[src/rtl/conversor_bases_seq_if.sv]
// Handshake and result bundle for conversor_bases_seq.
// The master drives requests; the slave (the converter) returns status, digits and segments.
interface conversor_bases_seq_if #(
    parameter int WIDTH = 8,
    parameter int NDIG  = 4
);
    logic                  start;
    logic [WIDTH-1:0]      valor_binario;
    logic [1:0]            base_selecionada;
    logic                  busy;
    logic                  done;
    logic                  overflow;
    logic [4*NDIG-1:0]     digitos;
    logic [7*NDIG-1:0]     SEG;

    modport master (
        output start, valor_binario, base_selecionada,
        input  busy, done, overflow, digitos, SEG
    );

    modport slave (
        input  start, valor_binario, base_selecionada,
        output busy, done, overflow, digitos, SEG
    );
endinterface

[src/rtl/conversor_bases_seq.sv]
// Sequential base converter (decimal/hex/octal/binary) with 7-segment decode, one operand bit per cycle.
// Optional build macro ZERO_BLANK_EN blanks leading zero displays (digit 0 always shown).
module conversor_bases_seq #(
    parameter int WIDTH = 8,
    parameter int NDIG  = 4
) (
    input  logic                  clk,
    input  logic                  rst_n,
    conversor_bases_seq_if.slave  cb_if
);
    localparam int CW = 6;

    typedef enum logic [0:0] {IDLE = 1'b0, CONV = 1'b1} state_t;

    state_t              state_q, state_d;
    logic [WIDTH-1:0]    opnd_q, opnd_d;
    logic [1:0]          base_q, base_d;
    logic [4*NDIG-1:0]   work_q, work_d;
    logic                ovf_w_q, ovf_w_d;
    logic [CW-1:0]       cnt_q, cnt_d;
    logic                busy_q, busy_d;
    logic                done_q, done_d;
    logic                overflow_q, overflow_d;
    logic [4*NDIG-1:0]   digitos_q, digitos_d;

    logic [4*NDIG-1:0]   adj_s;
    logic [4*NDIG-1:0]   step_s;
    logic [NDIG-1:0]     cin_s;
    logic                carry_s;
    logic [7*NDIG-1:0]   seg_s;
    int                  k_s;

    function automatic logic [6:0] seg7(input logic [3:0] d);
        logic [6:0] s;
        case (d)
            4'h0:    s = 7'b1000000;
            4'h1:    s = 7'b1111001;
            4'h2:    s = 7'b0100100;
            4'h3:    s = 7'b0110000;
            4'h4:    s = 7'b0011001;
            4'h5:    s = 7'b0010010;
            4'h6:    s = 7'b0000010;
            4'h7:    s = 7'b1111000;
            4'h8:    s = 7'b0000000;
            4'h9:    s = 7'b0010000;
            4'hA:    s = 7'b0001000;
            4'hB:    s = 7'b0000011;
            4'hC:    s = 7'b1000110;
            4'hD:    s = 7'b0100001;
            4'hE:    s = 7'b0000110;
            4'hF:    s = 7'b0001110;
            default: s = 7'b1111111;
        endcase
        return s;
    endfunction

    // One conversion step: double-dabble for decimal, k-bit-per-nibble shift for radix 2^k
    always_comb begin
        adj_s   = work_q;
        step_s  = '0;
        cin_s   = '0;
        carry_s = 1'b0;
        case (base_q)
            2'b01:   k_s = 4;
            2'b10:   k_s = 3;
            2'b11:   k_s = 1;
            default: k_s = 4;
        endcase
        if (base_q == 2'b00) begin
            for (int i = 0; i < NDIG; i++) begin
                if (work_q[4*i +: 4] >= 4'd5) begin
                    adj_s[4*i +: 4] = work_q[4*i +: 4] + 4'd3;
                end else begin
                    adj_s[4*i +: 4] = work_q[4*i +: 4];
                end
            end
            step_s  = {adj_s[4*NDIG-2:0], opnd_q[WIDTH-1]};
            carry_s = adj_s[4*NDIG-1];
        end else begin
            cin_s[0] = opnd_q[WIDTH-1];
            for (int i = 1; i < NDIG; i++) begin
                cin_s[i] = work_q[4*(i-1) + k_s - 1];
            end
            for (int i = 0; i < NDIG; i++) begin
                for (int j = 0; j < 4; j++) begin
                    if (j == 0) begin
                        step_s[4*i] = cin_s[i];
                    end else if (j < k_s) begin
                        step_s[4*i + j] = work_q[4*i + j - 1];
                    end else begin
                        step_s[4*i + j] = 1'b0;
                    end
                end
            end
            carry_s = work_q[4*(NDIG-1) + k_s - 1];
        end
    end

    // Next-state and output-register logic for the IDLE/CONV controller
    always_comb begin
        state_d    = state_q;
        opnd_d     = opnd_q;
        base_d     = base_q;
        work_d     = work_q;
        ovf_w_d    = ovf_w_q;
        cnt_d      = cnt_q;
        busy_d     = busy_q;
        done_d     = 1'b0;
        overflow_d = overflow_q;
        digitos_d  = digitos_q;
        case (state_q)
            IDLE: begin
                if (cb_if.start) begin
                    opnd_d  = cb_if.valor_binario;
                    base_d  = cb_if.base_selecionada;
                    work_d  = '0;
                    ovf_w_d = 1'b0;
                    cnt_d   = CW'(WIDTH);
                    busy_d  = 1'b1;
                    state_d = CONV;
                end else begin
                    busy_d  = 1'b0;
                end
            end
            CONV: begin
                opnd_d  = opnd_q << 1;
                work_d  = step_s;
                ovf_w_d = ovf_w_q | carry_s;
                cnt_d   = cnt_q - CW'(1);
                if (cnt_q == CW'(1)) begin
                    digitos_d  = step_s;
                    overflow_d = ovf_w_q | carry_s;
                    done_d     = 1'b1;
                    busy_d     = 1'b0;
                    state_d    = IDLE;
                end else begin
                    busy_d     = 1'b1;
                end
            end
            default: begin
                state_d = IDLE;
                busy_d  = 1'b0;
            end
        endcase
    end

    // State and result registers with synchronous active-low reset
    always_ff @(posedge clk) begin
        if (!rst_n) begin
            state_q    <= IDLE;
            opnd_q     <= '0;
            base_q     <= 2'b00;
            work_q     <= '0;
            ovf_w_q    <= 1'b0;
            cnt_q      <= '0;
            busy_q     <= 1'b0;
            done_q     <= 1'b0;
            overflow_q <= 1'b0;
            digitos_q  <= '0;
        end else begin
            state_q    <= state_d;
            opnd_q     <= opnd_d;
            base_q     <= base_d;
            work_q     <= work_d;
            ovf_w_q    <= ovf_w_d;
            cnt_q      <= cnt_d;
            busy_q     <= busy_d;
            done_q     <= done_d;
            overflow_q <= overflow_d;
            digitos_q  <= digitos_d;
        end
    end

`ifdef ZERO_BLANK_EN
    logic seen_s;

    // Display decode, blanking every digit above the most significant nonzero one
    always_comb begin
        seg_s  = '1;
        seen_s = 1'b0;
        for (int i = NDIG - 1; i >= 0; i--) begin
            if (digitos_q[4*i +: 4] != 4'd0) begin
                seen_s = 1'b1;
            end else begin
                seen_s = seen_s;
            end
            if (seen_s || (i == 0)) begin
                seg_s[7*i +: 7] = seg7(digitos_q[4*i +: 4]);
            end else begin
                seg_s[7*i +: 7] = 7'b1111111;
            end
        end
    end
`else
    // Display decode, every digit shown
    always_comb begin
        seg_s = '1;
        for (int i = 0; i < NDIG; i++) begin
            seg_s[7*i +: 7] = seg7(digitos_q[4*i +: 4]);
        end
    end
`endif

    assign cb_if.busy     = busy_q;
    assign cb_if.done     = done_q;
    assign cb_if.overflow = overflow_q;
    assign cb_if.digitos  = digitos_q;
    assign cb_if.SEG      = seg_s;
endmodule

[src/flat_wrapper.sv]
// flat-port wrapper written by rule: the top's interface ports become plain ports
module conversor_bases_seq_flat 
#(
    parameter int WIDTH = 8,
    parameter int NDIG  = 4
)
  (clk, rst_n, cb_if_start, cb_if_valor_binario, cb_if_base_selecionada, cb_if_busy, cb_if_done, cb_if_overflow, cb_if_digitos, cb_if_SEG);
  conversor_bases_seq_if #(.WIDTH(WIDTH), .NDIG(NDIG)) cb_if_i ();
  input  logic clk;
  input  logic rst_n;
  input wire logic [$bits(cb_if_i.start)-1:0] cb_if_start;
  input wire logic [$bits(cb_if_i.valor_binario)-1:0] cb_if_valor_binario;
  input wire logic [$bits(cb_if_i.base_selecionada)-1:0] cb_if_base_selecionada;
  output wire logic [$bits(cb_if_i.busy)-1:0] cb_if_busy;
  output wire logic [$bits(cb_if_i.done)-1:0] cb_if_done;
  output wire logic [$bits(cb_if_i.overflow)-1:0] cb_if_overflow;
  output wire logic [$bits(cb_if_i.digitos)-1:0] cb_if_digitos;
  output wire logic [$bits(cb_if_i.SEG)-1:0] cb_if_SEG;
  assign cb_if_i.start = cb_if_start;
  assign cb_if_i.valor_binario = cb_if_valor_binario;
  assign cb_if_i.base_selecionada = cb_if_base_selecionada;
  assign cb_if_busy = cb_if_i.busy;
  assign cb_if_done = cb_if_i.done;
  assign cb_if_overflow = cb_if_i.overflow;
  assign cb_if_digitos = cb_if_i.digitos;
  assign cb_if_SEG = cb_if_i.SEG;
  conversor_bases_seq #(.WIDTH(WIDTH), .NDIG(NDIG)) u_core (.clk(clk), .rst_n(rst_n), .cb_if(cb_if_i));
endmodule
[config.mk]
export PLATFORM = sky130hd
export DESIGN_NAME = conversor_bases_seq_flat
export DESIGN_NICKNAME = d
export VERILOG_FILES = /design/src/rtl/conversor_bases_seq_if.sv /design/src/rtl/conversor_bases_seq.sv /design/src/flat_wrapper.sv
export SDC_FILE = /design/constraint.sdc
export NUM_CORES = 1
export LEC_CHECK = 0
export ABC_AREA = 1
export CORE_MARGIN = 1
export CORE_UTILIZATION = 50
export DETAILED_ROUTE_END_ITERATION = 10
export PLACE_DENSITY = 0.76
export SYNTH_ARGS = -nofsm -noshare
export SYNTH_HDL_FRONTEND = slang
export SYNTH_SLANG_ARGS = --single-unit
[constraint.sdc]
create_clock -name clk -period 2.2 [get_ports clk]
set_clock_uncertainty 0.2 [all_clocks]
set_input_delay 0.55 -clock clk [delete_from_list [all_inputs] [get_ports clk]]
set_output_delay 0.55 -clock clk [all_outputs]
set_load 0.1 [all_outputs]
# Yosys cells after proc, flatten, opt, wreduce, memory -nomap -nowiden
# Memory sizes are Yosys's and may differ from the RTL's. A register that Yosys moved wholly into a read port is not among the register bits.
# Cells that the tools add are included.
dict set report classes {
  n_reduce_logical 4
  muxes 51
  add_sub_neg 12
  n_bitwise 2
  n_eq_ne 4
  shifts 0
  n_lt_le_gt_ge 11
  n_div 0
  mul 0
}
# cell count
set op_table {}
lappend op_table {{32-bit by 6-bit < comparator with 1-bit output (second input constant)} 4}
lappend op_table {{32-bit by 2-bit subtractor with 32-bit output (second input constant)} 3}
lappend op_table {{4-bit 2-to-1 mux} 12}
lappend op_table {{16-bit 2-to-1 mux} 2}
lappend op_table {{16-bit case mux with 2 select lines} 1}
lappend op_table {{1-bit 2-to-1 mux} 25}
lappend op_table {{4-bit by 2-bit adder with 4-bit output (second input constant)} 4}
lappend op_table {{1-bit binary-select mux with 4-bit select} 4}
lappend op_table {{4-bit by 3-bit >= comparator with 1-bit output (second input constant)} 4}
lappend op_table {{8-bit case mux with 2 select lines} 1}
lappend op_table {{6-bit case mux with 2 select lines} 1}
lappend op_table {{4-bit by 3-bit adder with 5-bit output (first input constant)} 2}
lappend op_table {{8-bit 2-to-1 mux} 1}
lappend op_table {{6-bit by 1-bit == test with 1-bit output (second input constant)} 1}
lappend op_table {{2-bit by 3-bit < comparator with 1-bit output (first input constant)} 2}
lappend op_table {{6-bit 2-to-1 mux} 1}
lappend op_table {{3-bit case mux with 2 select lines} 1}
lappend op_table {{2-bit AND reduction} 3}
lappend op_table {{6-bit by 1-bit subtractor with 6-bit output (second input constant)} 1}
lappend op_table {{3-bit by 3-bit adder with 4-bit output (first input constant)} 1}
lappend op_table {{2-bit == test (second input constant)} 2}
lappend op_table {{1-bit case mux with 2 select lines} 2}
lappend op_table {{3-bit by 1-bit subtractor with 4-bit output (second input constant)} 1}
lappend op_table {{1-bit by 3-bit < comparator with 1-bit output (first input constant)} 1}
lappend op_table {{4 further kinds} 4}
dict set report word_totals {
  ramBits 0
  in_bits 13
  rom_bits 448
  latchBits 0
  reg_bits 52
  n_memories 4
  wordCells 97
  output_inout_bits 47
}
# memory depth width rd rd_ports_with_merged_regs write_ports line
set memory_table {}
lappend memory_table {{(name not given)} 16 7 1 1 0 conversor_bases_seq.sv:35} ;# case (d)
lappend memory_table {{(name not given)} 16 7 1 1 0 conversor_bases_seq.sv:35}
lappend memory_table {{(name not given)} 16 7 1 1 0 conversor_bases_seq.sv:35}
lappend memory_table {{(name not given)} 16 7 1 1 0 conversor_bases_seq.sv:35}

# Logic depth before layout (Yosys ltp)
dict set report depth {
  word_depth 10
  depth_mapped 15
  mapped_depth_nobuf 15
}

# Least setup slack after synthesis
# OpenSTA, ideal clock, no wires.
dict set report synth_path {
  path_kind {reg2reg}
  startpoint {register, netlist name u_core.cb_if.busy}
  endpoint {register, netlist name u_core.cb_if.SEG[10]}
  setup_ps 112
  arrival_time_ps 2483
  required_ps 1888
  path_stages_with_launch 14
  n_path_buf 1
  path_slack_ps -595
  period_less_slack_ps 2795
  path_cell_list {dfxtp_1 -> inv_2 -> nor2_4 -> nand2_2 -> nor2_8 -> buf_2 -> nand3_1 -> nand2_1 -> inv_1 -> ha_1 -> nand3_1 -> nand2_1 -> nand2_1 -> nand2_1}
}

# Worst setup path in the final report
dict set report layout_path {
  startpoint {register u_core.cnt_q[1]}
  endpoint {register, netlist name u_core.cb_if.SEG[17]}
}
dict set report layout_via {
  elab_chain_cells 4
}
# element line
set layout_lines {}
lappend layout_lines {{start: declaration} conversor_bases_seq.sv:20} ;# logic [CW-1:0] cnt_q, cnt_d;
lappend layout_lines {{start signal: assignment} conversor_bases_seq.sv:166} ;# cnt_q <= cnt_d;
lappend layout_lines {{6-bit by 1-bit == test with 1-bit output} conversor_bases_seq.sv:130} ;# if (cnt_q == CW'(1)) begin
lappend layout_lines {{2-bit AND reduction (no line)} --}
lappend layout_lines {{4-bit 2-to-1 mux (no line) (2 in a row)} --}
# Every way passes these cells.
# A chain may end at the register's enable or synchronous reset.

==> flow_summary.json <==
{
  "synth_cell_types": 35,
  "vias": 4919,
  "gr-usage-met3_pct": 5.108,
  "synth_top_area_share_pct": 35.35,
  "slowest_delay_ps": 360,
  "syn-num-nets": 698,
  "postLayoutSetupSlackWorst_ps": -26.05,
  "grt_first_pass_wirelength_um": 19060,
  "slew_violations": 0,
  "antenna_found_initial": 0,
  "core-area_sq_um": 8763,
  "rows": 34,
  "relSlewSlack_pct": 66.61,
  "track_usage_pct": 24.42,
  "drt-total-wl_um": 13200,
  "setup_viol": 7,
  "max_cap_viol_count": 0,
  "synth-seq-cells": 80,
  "tightest_slew_ps": 497.1,
  "cts_tree": "yes",
  "die_w_um": 97.19,
  "grt_max_degree": 31,
  "rsz0062_at_grt": "yes",
  "dpl_cell_area_sq_um": 6108,
  "via_per_inst": 5.583,
  "synthArstFlopShare_pct": 0,
  "drt_pass1_iterations": 6,
  "synth-seq-area-share_pct": 35.35,
  "clk_latency_ps": 360,
  "clock-root-buffer": "clkbuf_8",
  "grt_use_met2_pct": 44.37,
  "drc": 0,
  "use_met1_pct": 28.53,
  "critPathArrivalTime_ps": 2280,
  "clock_path_buffers": 2,
  "synthFlopType": "dfxtp_1",
  "drive_gt1_share_pct": 32.60,
  "initial_core_util_pct": 51.70,
  "cts.sinks": 80,
  "crit_fanout": 8,
  "ir_drop_v": 0.0003848,
  "num_io_pins": 60,
  "dp_hpwl_um": 8003,
  "leakage_uw": 0.003165,
  "max_freq_mhz": 449.2,
  "syn2layout_area_growth_pct": 52.50,
  "endpoint_kind": "register",
  "num-fill-cells": 574,
  "yosys_warnings": 0,
  "avgSynthCellArea_sq_um": 6.959,
  "fin_cells": 881,
  "dieArea_sq_um": 9446,
  "final_common_cell": "nand2_1",
  "finalNetCount": 815,
  "fin_area_sq_um": 6909,
  "io_buffers": 59,
  "busiest_layer": "met2",
  "p_per_area_nw_per_um2": 522.8,
  "grt_pass1_vias": 4290,
  "final_cell_mix": "211 x nand2_1, 71 x dfxtp_1, 57 x nand3_1, 53 x buf_12, 50 x buf_4",
  "hp-class": "register to register",
  "initialDrtViolationCount": 497,
  "fin_crit_sh_pct": 101.2,
  "min_period_ps": 2226,
  "critPathKind": "register to register",
  "yosysTopAreaCell": "dfxtp_1",
  "finalHoldViolCount": 0,
  "place_inst": 842,
  "place_ws_ps": -227.4,
  "hold_slack_ps": 266.6,
  "syn_area_sq_um": 4531,
  "dieHeight_um": 97.19,
  "cts_made_buffers": 9,
  "final_core_util_pct": 78.84,
  "overflow": 0,
  "wl_per_cell_um": 14.98,
  "synth-edff-count": 0,
  "crit_chain": "inv_2 -> ha_4 -> nand2_4 -> nor2_8 -> buf_12 -> buf_12 -> buf_4 -> nor2_1 -> nor2_2 -> o21ai_4 -> clkinvlp_4 -> nand2_1 -> nand2_1",
  "syn_inst": 651,
  "violations": "negative setup slack",
  "status": "finished, violations left",
  "cp-start-kind": "register",
  "cp_slowest_cell": "dfxtp_2",
  "drtAntennaViolNets": 0,
  "n_antenna_cell": 0,
  "htreeDepth": 3,
  "synth.area.top_cells": "dfxtp_1 35%, nand2_1 19%, ha_1 9.4%",
  "gp_congestion": 0.8834,
  "clk_pin_slew_ps": 80,
  "critPathRequiredTime_ps": 2250
}
[area by class of cell]
cell class                 count  area [sq um]  area share, %
multi-input combinational    491          3038          43.97
timing repair buffer         122          1663          24.07
sequential                    80          1615          23.38
inverter                      63         251.5          3.640
clock buffer                  11         141.4          2.046
tap                          108         135.1          1.956
clock inverter                 5         57.56         0.8330
timing repair inverter         1         7.507         0.1087
[worst paths after layout]
| kind | from | end | slack [ps] | depth (start not counted) |
|---|---|---|---|---|
| setup / recovery | u_core.cnt_q[1] | u_core.cb_if.SEG[17] | -30 | 13 |
| hold reg to reg | u_core.ovf_w_q | u_core.ovf_w_q | 270 | 2 |
| setup reg to reg | u_core.cnt_q[1] | u_core.cb_if.SEG[17] | -30 | 13 |
| hold / removal | u_core.ovf_w_q | u_core.ovf_w_q | 270 | 2 |
[repair_timing]
action                     4_1_cts  5_1_grt
buffers inserted                 2       18
cloned                           0        3
setup endpoints to repair       14       28
resized for setup               14       90
hold buffers                     0        0
pin swaps                        2       30
[flip-flops by register name, indices dropped and copies added (netlist names)]
signal and flops:
u_core.ovf_w_q 1, u_core.cb_if.overflow 1, u_core.opnd_q 8, u_core.cnt_q 6, u_core.cb_if.digitos 16, u_core.cb_if.done 1
u_core.cb_if.busy 1, u_core.work_q 16, u_core.cb_if.SEG 28, u_core.base_q 2
[critical path: cells and delay by family, from the launching register on]
| kind | cells | cell delay [ps] |
|---|---|---|
| AO/OA/AOI/OAI | 1 | 140 |
| flip-flops | 1 | 360 |
| adder cells (fa/ha/maj) | 1 | 160 |
| AND/OR/NAND/NOR | 6 | 580 |
| buffers and inverters | 5 | 670 |
[layer usage]
| layer | share of wire [%] | routed length (um) | vias up |
|---|---|---|---|
| met5 | 0 | 0 | - |
| met4 | 3.3 | 432 | 0 |
| met3 | 6.8 | 898 | 60 |
| met2 | 51 | 6744 | 281 |
| met1 | 39 | 5123 | 2250 |
| li1 | - | - | 2328 |
[synthesized netlist by cell type (2+ instances only)]
cell and n:
ha_1 34, o211ai_1 3, nand3_4 4, nand3_1 74
nor2_1 46, nor3_1 5, o21ai_1 4, nand2_2 3
buf_2 6, dfxtp_1 80, nor2_8 2, nor2_4 4
buf_1 2, nand3b_1 8, clkbuf_2 2, a22oi_1 5
nand2_1 232, o21ai_0 12, inv_2 8, nand2_4 4
inv_1 54, nand4_1 6, a21oi_2 4, clkbuf_1 5
o21ai_2 4, a21oi_1 31
[report_power, final]
| part | switching (uW) | internal, uW |
|---|---|---|
| clock | 549 | 554 |
| combinational | 593 | 346 |
| sequential | 60.4 | 1510 |
[kinds of logic (layout without fill, tap and decap cells)]
kind of cell    after synthesis  count (layout)  synth area share, %
compound gates               65              65                8.423
buf+inv                      80             202                7.153
xor+xnor                      1               1               0.1934
simple gates                391             391                39.49
flops                        80              80                35.35
fa+ha+maj                    34              34                9.390
[metrics by stage]
step	TNS, ps	total power, uW
after floorplan	0	2141
after global placement	-3578	2429
after detailed placement	-4785	2449
after CTS	0	3528
after global routing	-1794	3747
final	-79.07	3612
No activity file was read; power rests on OpenSTA's default activity.
